<file path="config.mk">
export PLATFORM = sky130hd
export DESIGN_NAME = vga_sync_gen
export DESIGN_NICKNAME = d
export VERILOG_FILES = /design/src/rtl/vga_sync_gen.sv
export SDC_FILE = /design/constraint.sdc
export NUM_CORES = 1
export LEC_CHECK = 0
export BUFFER_PORTS_ARGS = -buffer_cell sky130_fd_sc_hd__buf_4
export CAP_MARGIN = 0
export CORE_MARGIN = 4
export CORE_UTILIZATION = 54
export CTS_BUF_LIST = sky130_fd_sc_hd__clkbuf_8
export CTS_CLUSTER_SIZE = 14
export DETAILED_ROUTE_END_ITERATION = 16
export GPL_ROUTABILITY_DRIVEN = 0
export PLACE_DENSITY = 0.78
export SYNTH_ARGS = -nofsm -noshare
export SYNTH_HDL_FRONTEND = slang
export SYNTH_SLANG_ARGS = --single-unit
</file>
<file path="constraint.sdc">
create_clock -name clk -period 2.57 [get_ports clk]
set_clock_uncertainty 0.15 [all_clocks]
set_input_delay 0.257 -clock clk [delete_from_list [all_inputs] [get_ports clk]]
set_output_delay 0.257 -clock clk [all_outputs]
set_load 0.02 [all_outputs]
</file>
<file path="src/rtl/vga_sync_gen.sv">
// vga_sync_gen
//   Pixel/line counter and sync decoder for a raster display. hpos runs
//   0..H_TOTAL-1 across a line, vpos runs 0..V_TOTAL-1 down a frame, and
//   both advance only on cycles where en is high. Every status output is a
//   zero-latency decode of the hpos/vpos registers, so it is aligned with
//   the pixel position it describes.
//
// Ports
//   clk        in   clock, rising edge
//   reset      in   synchronous active-high reset, priority over en
//   en         in   pixel advance enable
//   hpos[9:0]  out  horizontal pixel counter
//   vpos[9:0]  out  line counter
//   visible    out  position is inside the active area
//   hsync_n    out  horizontal sync, active low
//   vsync_n    out  vertical sync, active low
//   hmax       out  last pixel of a line
//   vmax       out  last line of a frame
//   frame_end  out  last pixel of the frame
//
// H_TOTAL and V_TOTAL must each be no larger than 1024.

module vga_sync_gen #(
  parameter int H_VIEW  = 640,
  parameter int H_FRONT = 16,
  parameter int H_SYNC  = 96,
  parameter int H_BACK  = 48,
  parameter int V_VIEW  = 480,
  parameter int V_FRONT = 10,
  parameter int V_SYNC  = 2,
  parameter int V_BACK  = 33
) (
  input  logic       clk,
  input  logic       reset,
  input  logic       en,
  output logic [9:0] hpos,
  output logic [9:0] vpos,
  output logic       visible,
  output logic       hsync_n,
  output logic       vsync_n,
  output logic       hmax,
  output logic       vmax,
  output logic       frame_end
);

  localparam int H_TOTAL = H_VIEW + H_FRONT + H_SYNC + H_BACK;
  localparam int V_TOTAL = V_VIEW + V_FRONT + V_SYNC + V_BACK;

  // Thresholds are held at 11 bits so a region boundary equal to 1024
  // (e.g. H_VIEW = 1024 with zero porches) still compares correctly
  // against the zero-extended 10-bit counters.
  localparam logic [10:0] H_VIEW_END  = 11'(H_VIEW);
  localparam logic [10:0] H_SYNC_BEG  = 11'(H_VIEW + H_FRONT);
  localparam logic [10:0] H_SYNC_END  = 11'(H_VIEW + H_FRONT + H_SYNC);
  localparam logic [10:0] V_VIEW_END  = 11'(V_VIEW);
  localparam logic [10:0] V_SYNC_BEG  = 11'(V_VIEW + V_FRONT);
  localparam logic [10:0] V_SYNC_END  = 11'(V_VIEW + V_FRONT + V_SYNC);
  localparam logic [9:0]  H_LAST      = 10'(H_TOTAL - 1);
  localparam logic [9:0]  V_LAST      = 10'(V_TOTAL - 1);

  logic [10:0] hpos_w;
  logic [10:0] vpos_w;

  assign hpos_w = {1'b0, hpos};
  assign vpos_w = {1'b0, vpos};

  assign hmax      = (hpos == H_LAST);
  assign vmax      = (vpos == V_LAST);
  assign frame_end = hmax && vmax;

  assign visible = (hpos_w < H_VIEW_END) && (vpos_w < V_VIEW_END);
  assign hsync_n = !((hpos_w >= H_SYNC_BEG) && (hpos_w < H_SYNC_END));
  assign vsync_n = !((vpos_w >= V_SYNC_BEG) && (vpos_w < V_SYNC_END));

  // vpos only moves on the cycle hpos wraps; both wrap together at frame end.
  always_ff @(posedge clk) begin
    if (reset) begin
      hpos <= '0;
      vpos <= '0;
    end else if (en) begin
      if (hmax) begin
        hpos <= '0;
        if (vmax) vpos <= '0;
        else      vpos <= vpos + 10'd1;
      end else begin
        hpos <= hpos + 10'd1;
      end
    end
  end

endmodule
</file>
== Word level (Yosys, flattened, before mapping) ==
Index checks and enable logic that the tools add are counted.

* Input bits: 3
* Output and inout bits: 26
* Bits in registers: 20

* Equal/unequal tests: 2
* Order comparisons: 6
* Add/subtract/negate cells: 2
* Reduce and logical (&&, ||, !) cells: 7
* Mux-type cells: 2

{| class="wikitable"
|+ Operators with widths
! kind !! count
|-
| adder 10 x 1 -> 10 bit, second input constant || 2
|-
| == test 10 bit, second input constant || 2
|-
| < comparator 10 bit, second input constant || 2
|-
| < comparator 10 x 9 -> 1 bit, second input constant || 2
|-
| 2-to-1 mux 10 bit || 2
|-
| greater-or-equal comparator 10 bit, second input constant || 1
|-
| greater-or-equal comparator 10 x 9 -> 1 bit, second input constant || 1
|-
| logical AND 1 bit || 4
|-
| zero test 1 bit || 2
|-
| AND reduction 2 bit || 1
|}

== Depth between registers and ports, before layout ==
* Word-level depth: 3
* Mapped depth: 7

== Worst setup path before layout ==
OpenSTA, ideal clock, no wires.

* Path kind: flip-flop to output port
* From: register hpos[4]
* To: output frame_end
* Buffers on the path: 1
* Cell stages (with the launch flop): 5
* Arrival time: 1.675 ns
* Setup slack: 0.488 ns
* Required time: 2.163 ns
* Path through: dfxtp_1 -> buf_12 -> nand2_1 -> or4_1 -> nor3_1

* Longest elaborated chain between the ends: 2

{| class="wikitable"
|+ RTL lines
! item !! RTL line !! source
|-
| from (decl) || 36 || <nowiki>output logic [9:0] hpos,</nowiki>
|-
| from (signal assigned) || 86 || <nowiki>hpos <= hpos + 10'd1;</nowiki>
|-
| == test 10 bit || 67 || <nowiki>assign hmax = (hpos == H_LAST);</nowiki>
|-
| logical AND 1 bit || 69 || <nowiki>assign frame_end = hmax && vmax;</nowiki>
|-
| to (decl) || 43 || <nowiki>output logic frame_end</nowiki>
|}

No other way between the ends.

== Worst setup path in the final report ==
* From: register hpos[0]
* To: register vpos[8]

* Longest elaborated chain between the ends: 2

{| class="wikitable"
|+ RTL lines
! item !! RTL line !! source
|-
| == test 10 bit || 67 ||
|-
| AND reduction 2 bit (no source line) || - ||
|-
| to (signal assigned) || 84 || <nowiki>else vpos <= vpos + 10'd1;</nowiki>
|-
| to (decl) || 37 || <nowiki>output logic [9:0] vpos,</nowiki>
|}

No other way between the ends.
A chain may end at the register's enable or synchronous reset.

==> metrics.txt <==
# TYPE chip_impl_metric gauge
chip_impl_metric{name="total_global_routing_track_utilization",unit="%"} 21.04
chip_impl_metric{name="cts_max_path_buffers",unit=""} 2
chip_impl_info{name="most_common_library_cell_in_the_layout_ignoring_fill_and_taps",value="sky130_fd_sc_hd__buf_4"} 1
chip_impl_metric{name="reg2reg_setup_slack",unit="ns"} 0.37
chip_impl_metric{name="required_time_at_the_worst_slack_endpoint",unit="ns"} 2.61
chip_impl_metric{name="yosys_register_bits",unit=""} 20
chip_impl_metric{name="pre_cts_setup_slack",unit="ns"} 0.4339
chip_impl_metric{name="synth_area",unit="µm²"} 1159
chip_impl_info{name="path_cells",value="ha_1, and3_1, nand3_1, or4_1, a21oi_1"} 1
chip_impl_metric{name="cts_post_setup_buffers_inserted",unit=""} 0
chip_impl_metric{name="detail_route.wl_per_cell",unit="µm"} 14.68
chip_impl_metric{name="globalRouteOverflowTotal",unit=""} 0
chip_impl_info{name="type_of_element_capturing_the_critical_path",value="register"} 1
chip_impl_metric{name="power_leakage",unit="nW"} 0.5350
chip_impl_metric{name="design.core.area",unit="µm²"} 2002
chip_impl_metric{name="postRouteAntennaNets",unit=""} 0
chip_impl_metric{name="final_cell_count_no_fill",unit=""} 190
chip_impl_info{name="run_status",value="finished, final reports clean"} 1
chip_impl_metric{name="post_synth_mux_area_share",unit="%"} 1.728
chip_impl_info{name="tritoncts",value="yes"} 1
chip_impl_info{name="clockRootBuffer",value="sky130_fd_sc_hd__clkbuf_8"} 1
chip_impl_metric{name="finalSetupViolCount",unit=""} 0
chip_impl_metric{name="synthesis.nets",unit=""} 144
chip_impl_metric{name="viasPerCell",unit=""} 5.742
chip_impl_metric{name="finalInstanceArea",unit="µm²"} 1396
chip_impl_info{name="synth_top_family_by_area",value="simple AND/OR/NAND/NOR gates"} 1
chip_impl_metric{name="clock_sink_count",unit=""} 20
chip_impl_metric{name="totalPowerFinal",unit="mW"} 0.5832
chip_impl_metric{name="die-area",unit="µm²"} 2951
chip_impl_metric{name="max_slew.worst_pin.slew",unit="ns"} 0.4552
chip_impl_metric{name="post_synth_inst_count",unit=""} 137
chip_impl_metric{name="synth_sequential_area_ratio",unit="%"} 34.56
chip_impl_metric{name="drive_gt1_share",unit="%"} 23.93
chip_impl_info{name="hold-path-endpoint",value="vpos[4]$_SDFFE_PP0P_"} 1
chip_impl_info{name="critPathLaunchType",value="register"} 1
chip_impl_metric{name="finalHoldViolCount",unit=""} 0
chip_impl_metric{name="place_hpwl",unit="mm"} 2.127
chip_impl_metric{name="p_int",unit="mW"} 0.4612
chip_impl_metric{name="switching_share",unit="%"} 20.92
chip_impl_metric{name="grt_pass1_vias",unit=""} 1054
chip_impl_metric{name="max-cap-violations",unit=""} 0
chip_impl_info{name="worstReg2RegEnd",value="vpos[8]$_SDFFE_PP0P_"} 1
chip_impl_metric{name="dpl.cell_count",unit=""} 186
chip_impl_metric{name="wp_data_arrival",unit="ns"} 2.24
chip_impl_metric{name="dieWidth",unit="µm"} 54.32
chip_impl_metric{name="timing_max_transition_violations_final",unit=""} 0
chip_impl_metric{name="vdd_drop_max",unit="mV"} 0.2922
chip_impl_metric{name="cts_inserted_buffers",unit=""} 3
chip_impl_metric{name="totalWireLength",unit="mm"} 2.789
chip_impl_metric{name="min_period",unit="ns"} 2.205
chip_impl_metric{name="grt_start_max_net_pins",unit=""} 12
chip_impl_metric{name="critical_path_buf_inv_count",unit=""} 0
chip_impl_info{name="start_to_end_type_of_the_worst_setup_path",value="reg2reg"} 1
chip_impl_metric{name="critPathMaxFanout",unit=""} 11
chip_impl_metric{name="cts.htree.levels",unit=""} 1
chip_impl_metric{name="fill_cells",unit=""} 178
chip_impl_metric{name="io_pins",unit=""} 29
chip_impl_metric{name="hold_path_depth",unit=""} 2
chip_impl_metric{name="dr.pass1.iters",unit=""} 4
chip_impl_metric{name="power.density_cell_area",unit="nW/µm²"} 417.7
chip_impl_info{name="min-delay-start",value="reset"} 1
chip_impl_metric{name="comb_power_share",unit="%"} 5.1
chip_impl_metric{name="cts_resized",unit=""} 0
chip_impl_metric{name="post_cts_hold_buffer_count",unit=""} 0
chip_impl_metric{name="drc",unit=""} 0
chip_impl_info{name="slowest_stage",value="sky130_fd_sc_hd__or4_1"} 1
chip_impl_metric{name="timing.max_slew.rel_slack",unit="%"} 69.59
chip_impl_info{name="hp-class",value="in2reg"} 1
chip_impl_metric{name="regArea",unit="µm²"} 400.4
chip_impl_metric{name="avgSynthCellArea",unit="µm²"} 8.457
chip_impl_metric{name="area_fraction_in_and_or_nand_and_nor_cells_after_synthesis",unit="%"} 36.61
chip_impl_metric{name="areaGrowthSynthToFinish",unit="%"} 20.52
chip_impl_metric{name="drt_first_iter_violations",unit=""} 24
chip_impl_metric{name="clk_latency",unit="ns"} 0.25
chip_impl_metric{name="num-nets-final",unit=""} 171
chip_impl_metric{name="multiInputGateArea",unit="µm²"} 670.6
chip_impl_metric{name="power.clock.fraction",unit="%"} 40.4
chip_impl_metric{name="yosys.cell_types.count",unit=""} 40
chip_impl_info{name="top_library_cells_by_usage_in_the_layout_fill_and_taps_aside",value="sky130_fd_sc_hd__buf_4, sky130_fd_sc_hd__nor2_1, sky130_fd_sc_hd__dfxtp_1"} 1
chip_impl_metric{name="synth-xor-area-share",unit="%"} 9.071
chip_impl_info{name="crit_family",value="simple AND/OR/NAND/NOR gates"} 1
chip_impl_metric{name="port_buffers",unit=""} 28
chip_impl_metric{name="floorplan.rows",unit=""} 16
chip_impl_metric{name="synth_warn",unit=""} 0
chip_impl_metric{name="worst_path_largest_cell_delay",unit="ns"} 0.58
chip_impl_metric{name="post-route-period-util",unit="%"} 85.79
chip_impl_metric{name="total_switching_power",unit="mW"} 0.1220
chip_impl_metric{name="timing.reg2reg.worst_path_depth",unit=""} 5
chip_impl_info{name="grt_setup_unrepaired",value="no"} 1
chip_impl_metric{name="synth_compound_gate_area_share",unit="%"} 6.156
chip_impl_metric{name="fin_setup_tns",unit="ns"} 0
chip_impl_metric{name="antenna_found_initial",unit=""} 0
chip_impl_metric{name="initial_core_util",unit="%"} 57.87
chip_impl_metric{name="num_antenna_cells",unit=""} 0
chip_impl_metric{name="sequentialPowerShare",unit="%"} 54.5
chip_impl_metric{name="post_synth_fa_ha_maj_area_fraction",unit="%"} 4.320
chip_impl_metric{name="clkSlewWorstSetupHoldPaths",unit="ns"} 0.07
chip_impl_metric{name="achievable-frequency",unit="GHz"} 0.4536
chip_impl_metric{name="fin_ws",unit="ns"} 0.3652
chip_impl_metric{name="num_vias",unit=""} 1091
chip_impl_info{name="r2r-start",value="hpos[0]$_SDFFE_PP0P_"} 1
chip_impl_metric{name="placement.cell_area",unit="µm²"} 1341
chip_impl_metric{name="grt_first_pass_wirelength",unit="mm"} 4.623
chip_impl_metric{name="die-height",unit="µm"} 54.32
==> per-stage QoR <==
stage | utilization [%] | hold WS [ns]
2_1_floorplan | - | 0.3267
5_1_grt | 69.75 | 0.1039
3_5_place_dp | 67.00 | 0.3677
4_1_cts | 69.75 | 0.1022
6_report | 69.75 | 0.1088
3_3_place_gp | 67.00 | 0.3450
==> how the worst max path moves through the flow <==
stage	cells past startpoint	start	endpoint
after floorplan	4	hpos[4]$_SDFFE_PP0P_	frame_end
after global placement	5	hpos[0]$_SDFFE_PP0P_	vpos[8]$_SDFFE_PP0P_
after detailed placement	5	hpos[0]$_SDFFE_PP0P_	vpos[8]$_SDFFE_PP0P_
after CTS	5	hpos[0]$_SDFFE_PP0P_	vpos[8]$_SDFFE_PP0P_
after global routing	5	hpos[0]$_SDFFE_PP0P_	vpos[8]$_SDFFE_PP0P_
final	5	hpos[0]$_SDFFE_PP0P_	vpos[8]$_SDFFE_PP0P_
==> cells in the mapped netlist, drive strengths merged <==
cell type,instances,area share [%]
nor2b,1,0.54
a21oi,6,2.6
nor4b,1,0.76
a211o,1,0.76
nand4,11,5.9
nor3,8,3.9
o21ai,2,0.86
nor2,20,6.5
nand3b,1,0.65
nand2b,1,0.54
and3,3,1.8
dfxtp,20,35
and4bb,1,1.1
buf,3,3.3
or4,3,1.9
o31ai,1,0.65
or3,1,0.54
and4,1,0.76
nand3,6,2.6
xor2,4,3.0
ha,4,4.3
inv,7,2.3
nand2,9,2.9
clkbuf,3,1.9
and2,1,0.54
and3b,1,0.76
nor4,3,2.9
or4b,1,1.2
o21bai,1,0.65
mux2i,2,1.7
o21a,1,0.65
or3b,1,0.76
xnor2,8,6.0
==> flip-flops by register name, summed over array words and instances (netlist names) <==
name	cells
hpos	10
vpos	10
==> routing by layer <==
metal	track usage [%]	up-vias	routed length [µm]
met5	0	-	0
met4	7.054	0	18
met3	3.542	4	150
met2	36.45	37	1408
met1	26.12	515	1211
li1	-	535	-
==> worst register-to-register path, cell delays in order (launching register included) <==
cell and delay, ns:
sky130_fd_sc_hd__dfxtp_1 0.43, sky130_fd_sc_hd__ha_1 0.28, sky130_fd_sc_hd__and3_1 0.26, sky130_fd_sc_hd__nand3_1 0.30, sky130_fd_sc_hd__or4_1 0.58, sky130_fd_sc_hd__a21oi_1 0.14
==> power groups by stage <==
stage               clock network (mW)  logic, mW  registers, mW
detailed placement                   0     0.0297          0.325
global route                     0.257     0.0323          0.319
floorplan                            0     0.0169          0.329
finish                           0.235     0.0296          0.318
global placement                     0     0.0290          0.324
CTS                              0.239     0.0299          0.318
==> cell type report <==
| cell class | count | share of cell area, % |
|---|---|---|
| multi-input cells | 104 | 48.03 |
| flip-flops and latches | 20 | 28.67 |
| repair buffers | 28 | 15.05 |
| clock buffers | 4 | 3.943 |
| well taps | 27 | 2.419 |
| inverters | 7 | 1.882 |
==> cell families (layout without fill, tap and decap cells) <==
| group | after synthesis | in the layout |
|---|---|---|
| mux | 2 | 2 |
| buf+inv | 13 | 39 |
| xor+xnor | 12 | 12 |
| fa+ha+maj | 4 | 4 |
| compound gates | 12 | 12 |
| flops | 20 | 20 |
| simple gates | 74 | 74 |
No activity file was read; power rests on OpenSTA's default activity.
